===== src/rtl/pdm_dac_multi_pkg.sv =====
// Shared constants, hold-register state type and parameter helpers for the PDM DAC.
// Other audio blocks reuse the CLK_DIV/OSR legality helpers.
package pdm_dac_multi_pkg;

    localparam int DEF_WIDTH    = 16;
    localparam int DEF_CHANNELS = 2;
    localparam int DEF_CLK_DIV  = 5;
    localparam int DEF_OSR      = 64;

    typedef enum logic {
        HOLD_EMPTY = 1'b0,
        HOLD_FULL  = 1'b1
    } hold_state_t;

    function automatic bit clk_div_legal(input int clk_div);
        return clk_div >= 1;
    endfunction

    function automatic bit osr_legal(input int osr);
        return osr >= 2;
    endfunction

    // Counter width for a modulo-n counter; never narrower than one bit.
    function automatic int cnt_width(input int n);
        return (n > 1) ? $clog2(n) : 1;
    endfunction

endpackage


===== src/rtl/pdm_sd_channel.sv =====
// One delta-sigma channel: signed PCM in, registered 1-bit PDM out, stepping on ce.
// Define PDM_SECOND_ORDER_EN for the saturating 2nd-order CIFB loop; otherwise 1st-order.
module pdm_sd_channel #(
    parameter int WIDTH = 16
) (
    input  logic                    clk,
    input  logic                    rst,
    input  logic                    ce,
    input  logic signed [WIDTH-1:0] x,
    output logic                    pdm
);

`ifdef PDM_SECOND_ORDER_EN
    localparam int IW = WIDTH + 3;
    localparam int SW = WIDTH + 5;

    localparam logic signed [SW-1:0] I_MAX = {{(SW-WIDTH-2){1'b0}}, {(WIDTH+2){1'b1}}};
    localparam logic signed [SW-1:0] I_MIN = -I_MAX;
    localparam logic signed [SW-1:0] FB    = {{(SW-WIDTH){1'b0}}, 1'b1, {(WIDTH-1){1'b0}}};

    logic signed [IW-1:0] i1, i2, i1_next, i2_next;
    logic signed [SW-1:0] x_w, i1_w, i2_w, fb, s1, s2;

    function automatic logic signed [IW-1:0] sat(input logic signed [SW-1:0] v);
        if (v > I_MAX)
            return I_MAX[IW-1:0];
        else if (v < I_MIN)
            return I_MIN[IW-1:0];
        else
            return v[IW-1:0];
    endfunction

    // Sums are formed two bits wider than the integrators so clamping sees the true value.
    always_comb begin
        x_w     = {{(SW-WIDTH){x[WIDTH-1]}}, x};
        i1_w    = {{(SW-IW){i1[IW-1]}}, i1};
        i2_w    = {{(SW-IW){i2[IW-1]}}, i2};
        fb      = pdm ? FB : -FB;
        s1      = i1_w + x_w - fb;
        s2      = i2_w + i1_w - fb;
        i1_next = sat(s1);
        i2_next = sat(s2);
    end

    always_ff @(posedge clk) begin
        if (rst) begin
            i1  <= '0;
            i2  <= '0;
            pdm <= 1'b0;
        end else if (ce) begin
            i1  <= i1_next;
            i2  <= i2_next;
            pdm <= ~i2_next[IW-1];
        end
    end
`else
    logic [WIDTH-1:0] acc;
    logic [WIDTH:0]   sum;

    // Offset-binary input: flipping the sign bit maps -full..+full onto 0..2^WIDTH-1.
    always_comb sum = {1'b0, acc} + {1'b0, ~x[WIDTH-1], x[WIDTH-2:0]};

    always_ff @(posedge clk) begin
        if (rst) begin
            acc <= '0;
            pdm <= 1'b0;
        end else if (ce) begin
            acc <= sum[WIDTH-1:0];
            pdm <= sum[WIDTH];
        end
    end
`endif

endmodule


===== src/rtl/pdm_dac_multi.sv =====
// Multi-channel PDM audio DAC: PCM frames via valid/ready, held per PCM period, one PDM bit per channel.
// Define PDM_SECOND_ORDER_EN to build every channel with the 2nd-order modulator.
module pdm_dac_multi
    import pdm_dac_multi_pkg::*;
#(
    parameter int WIDTH    = DEF_WIDTH,
    parameter int CHANNELS = DEF_CHANNELS,
    parameter int CLK_DIV  = DEF_CLK_DIV,
    parameter int OSR      = DEF_OSR
) (
    input  logic                      clk,
    input  logic                      rst,
    input  logic [CHANNELS*WIDTH-1:0] s_data,
    input  logic                      s_valid,
    output logic                      s_ready,
    output logic [CHANNELS-1:0]       pdm_out,
    output logic                      sample_req,
    output logic                      underrun
);

    localparam int DIV_W = cnt_width(CLK_DIV);
    localparam int OSR_W = cnt_width(OSR);
    localparam logic [DIV_W-1:0] DIV_LAST = DIV_W'(CLK_DIV - 1);
    localparam logic [OSR_W-1:0] OSR_LAST = OSR_W'(OSR - 1);

    generate
        if (!clk_div_legal(CLK_DIV) || !osr_legal(OSR)) begin : g_bad_param
            $error("pdm_dac_multi: CLK_DIV must be >= 1 and OSR must be >= 2");
        end
    endgenerate

    logic [DIV_W-1:0]          div_cnt;
    logic                      ce;
    logic [OSR_W-1:0]          osr_cnt;
    logic                      load;
    logic                      xfer;
    hold_state_t               hold_state, hold_next;
    logic [CHANNELS*WIDTH-1:0] hold_data;
    logic [CHANNELS*WIDTH-1:0] active;

    assign load = ce && (osr_cnt == OSR_LAST);
    assign xfer = s_valid && s_ready;

    always_ff @(posedge clk) begin
        // NOTE: registers take non-blocking assignments so every flop samples pre-edge values.
        if (rst) begin
            div_cnt <= '0;
            ce      <= 1'b0;
            osr_cnt <= '0;
        end else begin
            ce      <= (div_cnt == DIV_LAST);
            div_cnt <= (div_cnt == DIV_LAST) ? '0 : div_cnt + 1'b1;
            if (ce)
                osr_cnt <= (osr_cnt == OSR_LAST) ? '0 : osr_cnt + 1'b1;
        end
    end

    always_comb begin
        // NOTE: default assigned first so no path leaves hold_next unassigned (no latch).
        hold_next = hold_state;
        case (hold_state)
            HOLD_EMPTY: if (xfer) hold_next = HOLD_FULL;
            HOLD_FULL:  if (load) hold_next = HOLD_EMPTY;
            default:    hold_next = HOLD_EMPTY;
        endcase
    end

    // A load decides full/empty on the pre-edge hold state, so a same-cycle write is an underrun.
    always_ff @(posedge clk) begin
        if (rst) begin
            hold_state <= HOLD_EMPTY;
            s_ready    <= 1'b0;
            active     <= '0;
            sample_req <= 1'b0;
            underrun   <= 1'b0;
        end else begin
            hold_state <= hold_next;
            s_ready    <= (hold_next == HOLD_EMPTY);
            sample_req <= load;
            if (load) begin
                if (hold_state == HOLD_FULL)
                    active <= hold_data;
                else
                    underrun <= 1'b1;
            end
        end
    end

    // NOTE: hold_data is not reset; hold_state alone says whether its contents are meaningful.
    always_ff @(posedge clk) begin
        if (xfer)
            hold_data <= s_data;
    end

    generate
        for (genvar c = 0; c < CHANNELS; c++) begin : g_ch
            pdm_sd_channel #(
                .WIDTH(WIDTH)
            ) u_ch (
                .clk(clk),
                .rst(rst),
                .ce (ce),
                .x  (active[c*WIDTH +: WIDTH]),
                .pdm(pdm_out[c])
            );
        end
    endgenerate

endmodule


===== config.mk =====
export PLATFORM = sky130hd
export DESIGN_NAME = pdm_dac_multi
export DESIGN_NICKNAME = d
export VERILOG_FILES = /design/src/rtl/pdm_dac_multi_pkg.sv /design/src/rtl/pdm_sd_channel.sv /design/src/rtl/pdm_dac_multi.sv
export SDC_FILE = /design/constraint.sdc
export NUM_CORES = 1
export LEC_CHECK = 0
export ABC_CLOCK_PERIOD_IN_PS = 3700
export BUFFER_PORTS_ARGS = -buffer_cell sky130_fd_sc_hd__buf_4
export CAP_MARGIN = 20
export CORE_AREA = 8 8 130 96
export CTS_CLUSTER_DIAMETER = 150
export CTS_CLUSTER_SIZE = 40
export DETAILED_ROUTE_END_ITERATION = 7
export DIE_AREA = 0 0 138 104
export PLACE_DENSITY = 0.82
export SYNTH_ARGS = -nofsm -noshare
export SYNTH_HDL_FRONTEND = slang
export SYNTH_HIERARCHICAL = 1
export SYNTH_SLANG_ARGS = --single-unit

===== constraint.sdc =====
create_clock -name clk -period 3.7 [get_ports clk]
set_input_delay 0.185 -clock clk [delete_from_list [all_inputs] [get_ports clk]]
set_output_delay 0.185 -clock clk [all_outputs]
set_load 0.005 [all_outputs]

### After elaboration in Yosys (flattened, before gate mapping)

Index checks and enable logic that the tools add are counted.

* register bits: 112
* input port bits: 35
* output and inout port bits: 5
* word-level logic and storage cells: 32

* $add $sub $neg: 4
* equal/unequal tests: 2
* muxes and demuxes: 4
* bitwise gates (word level): 4
* reductions and logical operators: 5

Operators with widths (number)
* adder 16 x 16 -> 17 bit: 2
* adder 6 x 1 -> 6 bit, second input constant: 1
* equality test 6 bit, second input constant: 1
* two-way mux 6 bit: 1
* inverter 1 bit: 4
* AND reduction 2 bit: 2
* adder 3 x 1 -> 3 bit, second input constant: 1
* equality test 3 bit, second input constant: 1
* logical AND 1 bit: 2
* two-way mux 1 bit: 2
* case mux 1 bit (2 select lines): 1
* OR reduction 2 bit: 1

### Longest topological paths before layout

Gate-level depths: netlist of run 1.

* word-level depth: 5
* depth in mapped cells: 7
* depth with buffers taken out: 7

### By module

The synthesis of run 1 kept the hierarchy.

Modules (own cells, without submodules)
* pdm_sd_channel: times used 2, cells each 188, area each 1552.7 um2, seq. area each 340.3 um2
* pdm_dac_multi: times used 1, cells each 230, area each 2976.6 um2, seq. area each 1881.8 um2

### Least setup slack after synthesis of run 1

OpenSTA, ideal clock, no wires.

* path type: register to register
* start point: register active[0]
* end point: register g_ch[0].u_ch.acc[12]
* library setup time: 0.095 ns
* arrival: 2.102 ns
* slack: 1.503 ns
* cell stages (with the launch flop): 8
* path buffers: 0
* clock period less this slack: 2.197 ns
* path through: dfxtp_1 ha_1 fa_1 a211o_1 a211oi_2 nor2_1 or4_1 o311ai_1

* cells in the longest elaborated chain, start to end: 1

RTL lines
* from (decl): RTL line pdm_dac_multi.sv:39 `logic [CHANNELS*WIDTH-1:0] active;`
* from (signal assigned): RTL line pdm_dac_multi.sv:82 `active <= hold_data;`
* adder 16 x 16 -> 17 bit: RTL line pdm_sd_channel.sv:61 `always_comb sum = {1'b0, acc} + {1'b0, ~x[WIDTH-1], x[WIDTH-2:0]};`
* to (signal assigned): RTL line pdm_sd_channel.sv:68 `acc <= sum[WIDTH-1:0];`
* to (decl): RTL line pdm_sd_channel.sv:57 `logic [WIDTH-1:0] acc;`

Every way passes these cells.
A chain may end at the register's enable or synchronous reset.

### Worst setup path after layout of run 1

* start point: register active[16]
* end point: register g_ch[1].u_ch.acc[12]

* cells in the longest elaborated chain, start to end: 1

RTL lines (RTL line)
* adder 16 x 16 -> 17 bit: pdm_sd_channel.sv:61
* to (signal assigned): pdm_sd_channel.sv:68
* to (decl): pdm_sd_channel.sv:57

Every way passes these cells.

==> results of run 1 <==
final timing paths:
| kind | cells after the start | startpoint | endpoint | slack, ps |
|---|---|---|---|---|
| hold / removal | 1 | s_data[15] | hold_data[15] | 10 |
| hold reg to reg | 2 | g_ch[1].u_ch/acc[6] | g_ch[1].u_ch/acc[6] | 480 |
| setup / recovery | 7 | active[16] | g_ch[1].u_ch/acc[12] | 1300 |
| setup reg to reg | 7 | active[16] | g_ch[1].u_ch/acc[12] | 1300 |
cell families (layout without fill, tap and decap cells):
group	Yosys count	in the layout
compound gates	140	140
fa+ha+maj	37	37
xor+xnor	8	8
flops	112	112
buf+inv	50	87
simple gates	217	217
mux	42	42
synthesized netlist by cell type, drive strengths merged, types with 3 or more instances:
library cell,instances
dfxtp,80
a21o,12
nand2,37
nand2b,75
and4,4
mux2i,42
a21oi,41
buf,21
a211o,8
o211ai,10
xor2,3
nand4b,4
nand4,10
nor3,6
o21ai,18
ha,35
nor3b,18
or3,5
edfxtp,32
nand3,11
nor2,29
clkbuf,19
o31ai,3
inv,10
xnor2,5
or3b,4
and2,3
o21a,6
a211oi,10
o311ai,6
o2111ai,4
sequential cells by signal, indices dropped and copies added (netlist names):
register	cells
g_ch.u_ch/pdm	2
hold_data	32
s_ready	1
sample_req	1
active	32
osr_cnt	6
div_cnt	3
hold_state	1
underrun	1
g_ch.u_ch/acc	32
ce	1
layout make-up:
type / count / area, um^2
clock buffer: 9 / 225
clock inverter: 7 / 38.8
fill: 860 / 3820
inverter: 10 / 37.5
multi-input combinational: 444 / 3220
sequential: 112 / 2560
tap: 136 / 170
timing repair buffer: 61 / 500
metal layers:
metal	vias to the layer above	GRT usage, %	part of all wire (%)
met5	-	0	0
met4	0	6.19	2.0
met3	26	4.79	6.9
met2	163	25.9	44
met1	2149	23.1	47
li1	2286	-	-
through the flow:
step / hold WS (ps) / utilization, %
6_report: 10.9 / 63.9
5_1_grt: 0.104 / 63.9
4_1_cts: 1.41 / 62.6
3_5_place_dp: 364 / 59.8
3_3_place_gp: 363 / 59.8
2_1_floorplan: 284 / -
report_power, final:
| part | internal (mW) | leakage, nW | switching, mW |
|---|---|---|---|
| registers | 1.29 | 0.942 | 0.00957 |
| logic | 0.0649 | 1.43 | 0.0555 |
| clock network | 0.450 | 0.132 | 0.437 |
| total | 1.80 | 2.51 | 0.502 |
layout by cell type, fill, tap and decap left out, drive strengths merged, types with 11 or more instances in the layout:
master	netlist	routed
dfxtp	80	80
nand2b	75	75
buf	21	44
mux2i	42	42
a21oi	41	41
nand2	37	37
ha	35	35
edfxtp	32	32
nor2	29	29
nor3b	18	18
o21ai	18	18
dlygate4sd3	0	17
a21o	12	12
nand3	11	11
critical path: cells and delay by family, from the launching register on:
kind	cells	cell delay, ps
flip-flops	1	320
AND/OR/NAND/NOR	2	630
adder cells (fa/ha/maj)	2	640
AO/OA/AOI/OAI	3	710
==> metrics.log, run 1 <==
INFO  metric cts_tree = done
INFO  metric post_layout_nonfiller_instances = 779
INFO  metric timing.slew.headroom = 37.7%
INFO  metric mappedNetlistNets = 678
INFO  metric wirelength = 12,600 um
INFO  metric drt_first_iter_violations = 363
INFO  metric seq_area_frac_synth = 42.1%
INFO  metric dp.cells = 746
INFO  metric finalCriticalPeriod = 2400 ps
INFO  metric cts-hold-fix-buffers = 3
INFO  metric cpMaxStageDelayCell = sky130_fd_sc_hd__or4_1
INFO  metric port_buffers = 39
INFO  metric coreArea = 10,600 um^2
INFO  metric postCtsResizedCells = 0
INFO  metric grt_first_pass_wirelength = 21,000 um
INFO  metric grt_pass1_vias = 4,390
INFO  metric timing.final.setup_violations = 0
INFO  metric final.setup_skew = 7.45 ps
INFO  metric worstSkewPairLatency = 350 ps
INFO  metric fin_total_pwr = 2.30 mW
INFO  metric p_leak = 2.51 nW
INFO  metric synth_seq_cells = 112
INFO  metric clk_path_buf_depth = 2
INFO  metric period_share = 64.9%
INFO  metric worst-endpoint-required = 3940 ps
INFO  metric timing.setup.tns = 0 ps
INFO  metric grt.total_usage = 17.2%
INFO  metric post_synth_mux_area_share = 6.91%
INFO  metric yosys_warnings = 6
INFO  metric worst_ir_drop_vdd = 287 uV
INFO  metric synthDominantAreaCellType = sky130_fd_sc_hd__dfxtp_1
INFO  metric ys_dominant_reg_cell = sky130_fd_sc_hd__dfxtp_1
INFO  metric yosys-top-cells-area = sky130_fd_sc_hd__dfxtp_1, sky130_fd_sc_hd__edfxtp_1, sky130_fd_sc_hd__nand2b_1, sky130_fd_sc_hd__ha_1, sky130_fd_sc_hd__mux2i_1
INFO  metric edff_count_synth = 32
INFO  metric io-pin-count = 40
INFO  metric grt_max_degree = 100
INFO  metric critical_path.max_fanout = 4
INFO  metric route.detailed.drc = 0
INFO  metric post_synth_fa_ha_maj_area_fraction = 7.86%
INFO  metric synthesis.instances = 606
INFO  metric final_layout_size_suffix_gt1_share = 11.8%
INFO  metric maxCapViolCount = 0
INFO  metric routed_via_density = 5.94
INFO  metric cts.reportedPaths.clkPinSlew = 70 ps
INFO  metric hp_class = in2reg
INFO  metric nets = 710
INFO  metric cts.sinks = 112
INFO  metric floorplan.die_area = 14,400 um^2
INFO  metric htreeDepth = 3
INFO  metric routedWlPerCell = 16.2 um
INFO  metric crit_path_max_incr_delay = 510 ps
INFO  metric globalRoute.totalOverflow = 0
INFO  metric die_w = 138 um
INFO  metric detail-route-antenna-nets = 0
INFO  metric fmax = 417 MHz
INFO  metric cts.repair_timing.setup_buffer_count = 0
INFO  metric placedInstanceArea = 6320 um^2
INFO  metric synth_largest_type_area_fraction = 26.3%
INFO  metric critPathCaptureType = flip-flop
INFO  metric finalHoldViolCount = 0
INFO  metric synth-simple-area-share = 20.7%
INFO  metric vias = 4,624
INFO  metric avgSynthCellArea = 10.0 um^2
INFO  metric share_of_the_synthesized_area_in_compound_gates_ao_oa_aoi_oai = 16.3%
INFO  metric die-height = 104 um
INFO  metric dp_hpwl = 8550 um
INFO  metric finalWorstSetupSlack = 1300 ps
INFO  metric syn_to_final_growth = 11.0%
INFO  metric synth_top_family_by_area = simple AND/OR/NAND/NOR gates
INFO  metric antenna_found_initial = 0
INFO  metric floorplan.initialDensity = 57.5%
INFO  metric synthArstFlopShare = 0%
INFO  metric critical_path.startpoint_type = flip-flop
INFO  metric detail_route.first_pass.iterations = 5
INFO  metric fp-row-count = 32
INFO  metric fin_area = 6750 um^2
INFO  metric outcome = complete, no violations
INFO  metric xor_and_xnor_fraction_of_the_mapped_netlist_area = 1.15%
INFO  metric synth.cell_area = 6080 um^2
INFO  metric crit_arrival = 2640 ps
INFO  metric timing_worst_setup_path_type = reg2reg
INFO  metric power_density = 341 nW/um^2
INFO  metric tritoncts.num_buffers = 9
INFO  metric clock-root-buffer = sky130_fd_sc_hd__clkbuf_16
INFO  metric antenna_cells_inserted = 0
INFO  metric crit_path_cell_trace = ha_1 > fa_1 > a211o_1 > a211oi_2 > nor2_1 > or4_1 > o311ai_1
INFO  metric drv_slew = 0
INFO  metric netlist-cell-type-count = 59
INFO  metric rsz0062_at_grt = no
INFO  metric place.gp.congestion = 0.895
INFO  metric timing_worst_slew_pin_value = 910 ps
INFO  metric place_ws = 1340 ps
Power figures use the tool's default switching activity.
==> run 2, diff against run 1 <==
--- a/config.mk
+++ b/config.mk
@@ -5,15 +5,15 @@
 export SDC_FILE = /design/constraint.sdc
 export NUM_CORES = 1
 export LEC_CHECK = 0
-export ABC_CLOCK_PERIOD_IN_PS = 3700
+export ABC_CLOCK_PERIOD_IN_PS = 2080
 export BUFFER_PORTS_ARGS = -buffer_cell sky130_fd_sc_hd__buf_4
 export CAP_MARGIN = 20
-export CORE_AREA = 8 8 130 96
+export CORE_AREA = 8 8 135 99
 export CTS_CLUSTER_DIAMETER = 150
 export CTS_CLUSTER_SIZE = 40
 export DETAILED_ROUTE_END_ITERATION = 7
-export DIE_AREA = 0 0 138 104
-export PLACE_DENSITY = 0.82
+export DIE_AREA = 0 0 143 107
+export PLACE_DENSITY = 0.8
 export SYNTH_ARGS = -nofsm -noshare
 export SYNTH_HDL_FRONTEND = slang
 export SYNTH_HIERARCHICAL = 1
==> constraint.sdc (replaced) <==
create_clock -name clk -period 2.08 [get_ports clk]
set_input_delay 0.104 -clock clk [delete_from_list [all_inputs] [get_ports clk]]
set_output_delay 0.104 -clock clk [all_outputs]
set_load 0.005 [all_outputs]
==> run 2 against run 1 <==
Largest power group unchanged; highest routed layer unchanged; the flow now finishes with violations (negative setup slack); via count grew 3.8%; count of clock-buffer cells in the layout is 3 higher; clock power rose by 87%; critical path depth rose by 1; worst setup slack lost 1400 ps; global-route usage grew 0.48 points.
==> metrics.log, run 2 (synthesis results as in run 1) <==
INFO  metric die_w = 143 um
INFO  metric finalHoldViolCount = 0
INFO  metric failed_checks = negative setup slack
INFO  metric floorplan.initialDensity = 53.6%
INFO  metric final_layout_size_suffix_gt1_share = 19.1%
INFO  metric clock-root-buffer = sky130_fd_sc_hd__clkbuf_16
INFO  metric global_route.peak_usage_layer = met2
INFO  metric vias = 4,799
INFO  metric leading_registers_by_flop_count = active x32, g_ch.u_ch/acc x32, hold_data x32
INFO  metric tritoncts.num_buffers = 9
INFO  metric wirelength = 13,500 um
INFO  metric cts.sinks = 112
INFO  metric outcome = finished, violations left
INFO  metric worst-endpoint-required = 2340 ps
INFO  metric routedWlPerCell = 16.1 um
INFO  metric drv_slew = 0
INFO  metric switching_share = 21.8%
INFO  metric clk_path_buf_depth = 2
INFO  metric fmax = 449 MHz
INFO  metric globalRoute.totalOverflow = 0
INFO  metric grt_pass1_vias = 4,721
INFO  metric detail_route.first_pass.iterations = 5
INFO  metric routed_via_density = 5.72
INFO  metric antenna_found_initial = 0
INFO  metric route.detailed.drc = 0
INFO  metric detail-route-antenna-nets = 0
INFO  metric timing_worst_slew_pin_value = 638 ps
INFO  metric combPwrFrac = 6.1%
INFO  metric io-pin-count = 40
INFO  metric grt_max_degree = 69
INFO  metric dp_hpwl = 8990 um
INFO  metric maxCapViolCount = 0
INFO  metric fillers = 862
INFO  metric crit_arrival = 2480 ps
INFO  metric antenna_cells_inserted = 0
INFO  metric timing_worst_setup_path_type = reg2reg
INFO  metric drt_first_iter_violations = 384
INFO  metric timing.final.setup_violations = 8
INFO  metric die-height = 107 um
INFO  metric critical_path.startpoint_type = flip-flop
INFO  metric p_sw = 0.920 mW
INFO  metric rsz0062_at_grt = yes
INFO  metric period_share = 107%
INFO  metric cts_tree = done
INFO  metric port_buffers = 39
INFO  metric critPathCaptureType = flip-flop
INFO  metric cellInternalPower = 3.30 mW
INFO  metric floorplan.die_area = 15,300 um^2
INFO  metric fin_total_pwr = 4.22 mW
INFO  metric mostFrequentLayoutCells = sky130_fd_sc_hd__nand2b_1, sky130_fd_sc_hd__dfxtp_1, sky130_fd_sc_hd__buf_4
INFO  metric power_density = 575 nW/um^2
INFO  metric sequential_cell_area = 2570 um^2
INFO  metric cts.reportedPaths.clkPinSlew = 80 ps
INFO  metric nets = 749
INFO  metric fp-row-count = 33
INFO  metric met2_usage = 28.2%
INFO  metric finalWorstSetupSlack = -146 ps
INFO  metric htreeDepth = 3
INFO  metric area_used_by_multi_input_combinational_logic = 3370 um^2
INFO  metric grtUsageMet3 = 4.13%
INFO  metric fin_util = 64.6%
INFO  metric groute.layer.met1.usage = 23.2%
INFO  metric worst_ir_drop_vdd = 588 uV
INFO  metric worstSkewPairLatency = 350 ps
INFO  metric place.gp.congestion = 0.916
INFO  metric grt.total_usage = 17.7%
INFO  metric timing.slew.headroom = 57.0%
INFO  metric grt_first_pass_wirelength = 22,200 um
INFO  metric p_leak = 2.75 nW
INFO  metric final.setup_skew = 10.8 ps
INFO  metric clock_power_share = 39.2%
INFO  metric place_ws = -196 ps
INFO  metric syn_to_final_growth = 20.6%
INFO  metric fin_worst_hold_slack = 140 ps
INFO  metric critical_path.max_fanout = 3
INFO  metric finalCriticalPeriod = 2230 ps
INFO  metric coreArea = 11,400 um^2
INFO  metric pwr-share-seq = 54.7%
INFO  metric hp_class = in2reg
## run 2: final cells by class
cell class | instances | area share (%)
multi-input combinational | 444 | 46.0
sequential | 112 | 35.0
timing repair buffer | 100 | 12.0
clock buffer | 12 | 3.36
tap | 157 | 2.68
inverter | 10 | 0.512
clock inverter | 4 | 0.477
## run 2: critical path, cell delays in order (launching register included)
cell and delay (ps):
sky130_fd_sc_hd__dfxtp_2 340, sky130_fd_sc_hd__ha_4 160, sky130_fd_sc_hd__fa_2 340, sky130_fd_sc_hd__a211o_1 330
sky130_fd_sc_hd__buf_6 150, sky130_fd_sc_hd__a211oi_4 240, sky130_fd_sc_hd__nor2_2 80, sky130_fd_sc_hd__or4_4 430
sky130_fd_sc_hd__o311ai_2 70
## run 2: power groups by stage
stage / Sequential (mW) / Clock (mW) / Combinational [mW]
finish: 2.31 / 1.66 / 0.256
global route: 2.31 / 1.78 / 0.277
floorplan: 2.35 / 0 / 0.115
detailed placement: 2.36 / 0 / 0.204
CTS: 2.31 / 1.69 / 0.255
global placement: 2.36 / 0 / 0.196
## run 2: path summary, 6_finish.rpt
path | start | endpoint | slack, ps | depth (start not counted)
max reg2reg | g_ch[0].u_ch/acc[0] | g_ch[0].u_ch/acc[12] | -150 | 8
min reg2reg | div_cnt[2] | ce | 450 | 2
min | rst | osr_cnt[2] | 140 | 2
max | g_ch[0].u_ch/acc[0] | g_ch[0].u_ch/acc[12] | -150 | 8
## run 2: metal layers
layer | part of all wire, % | routed length (um)
met1 | 47 | 6350
met2 | 46 | 6190
met3 | 5.7 | 778
met4 | 1.7 | 227
met5 | 0 | 0
## run 2: timing repair
item / 4_1_cts / 5_1_grt
endpoints found under the hold margin: 32 / 0
pin swaps: 24 / 15
resized for setup: 26 / 17
gates cloned: 0 / 0
setup endpoints to repair: 9 / 16
hold buffers: 32 / 0
buffers inserted: 5 / 2
## run 2: metrics by stage
step	cells	instance area, um^2	setup TNS [ps]
floorplan	606	6090	-46.2
global placement	785	6520	-269
detailed placement	785	6520	-683
CTS	837	7260	-887
global route	839	7340	-1340
finish	839	7340	-722
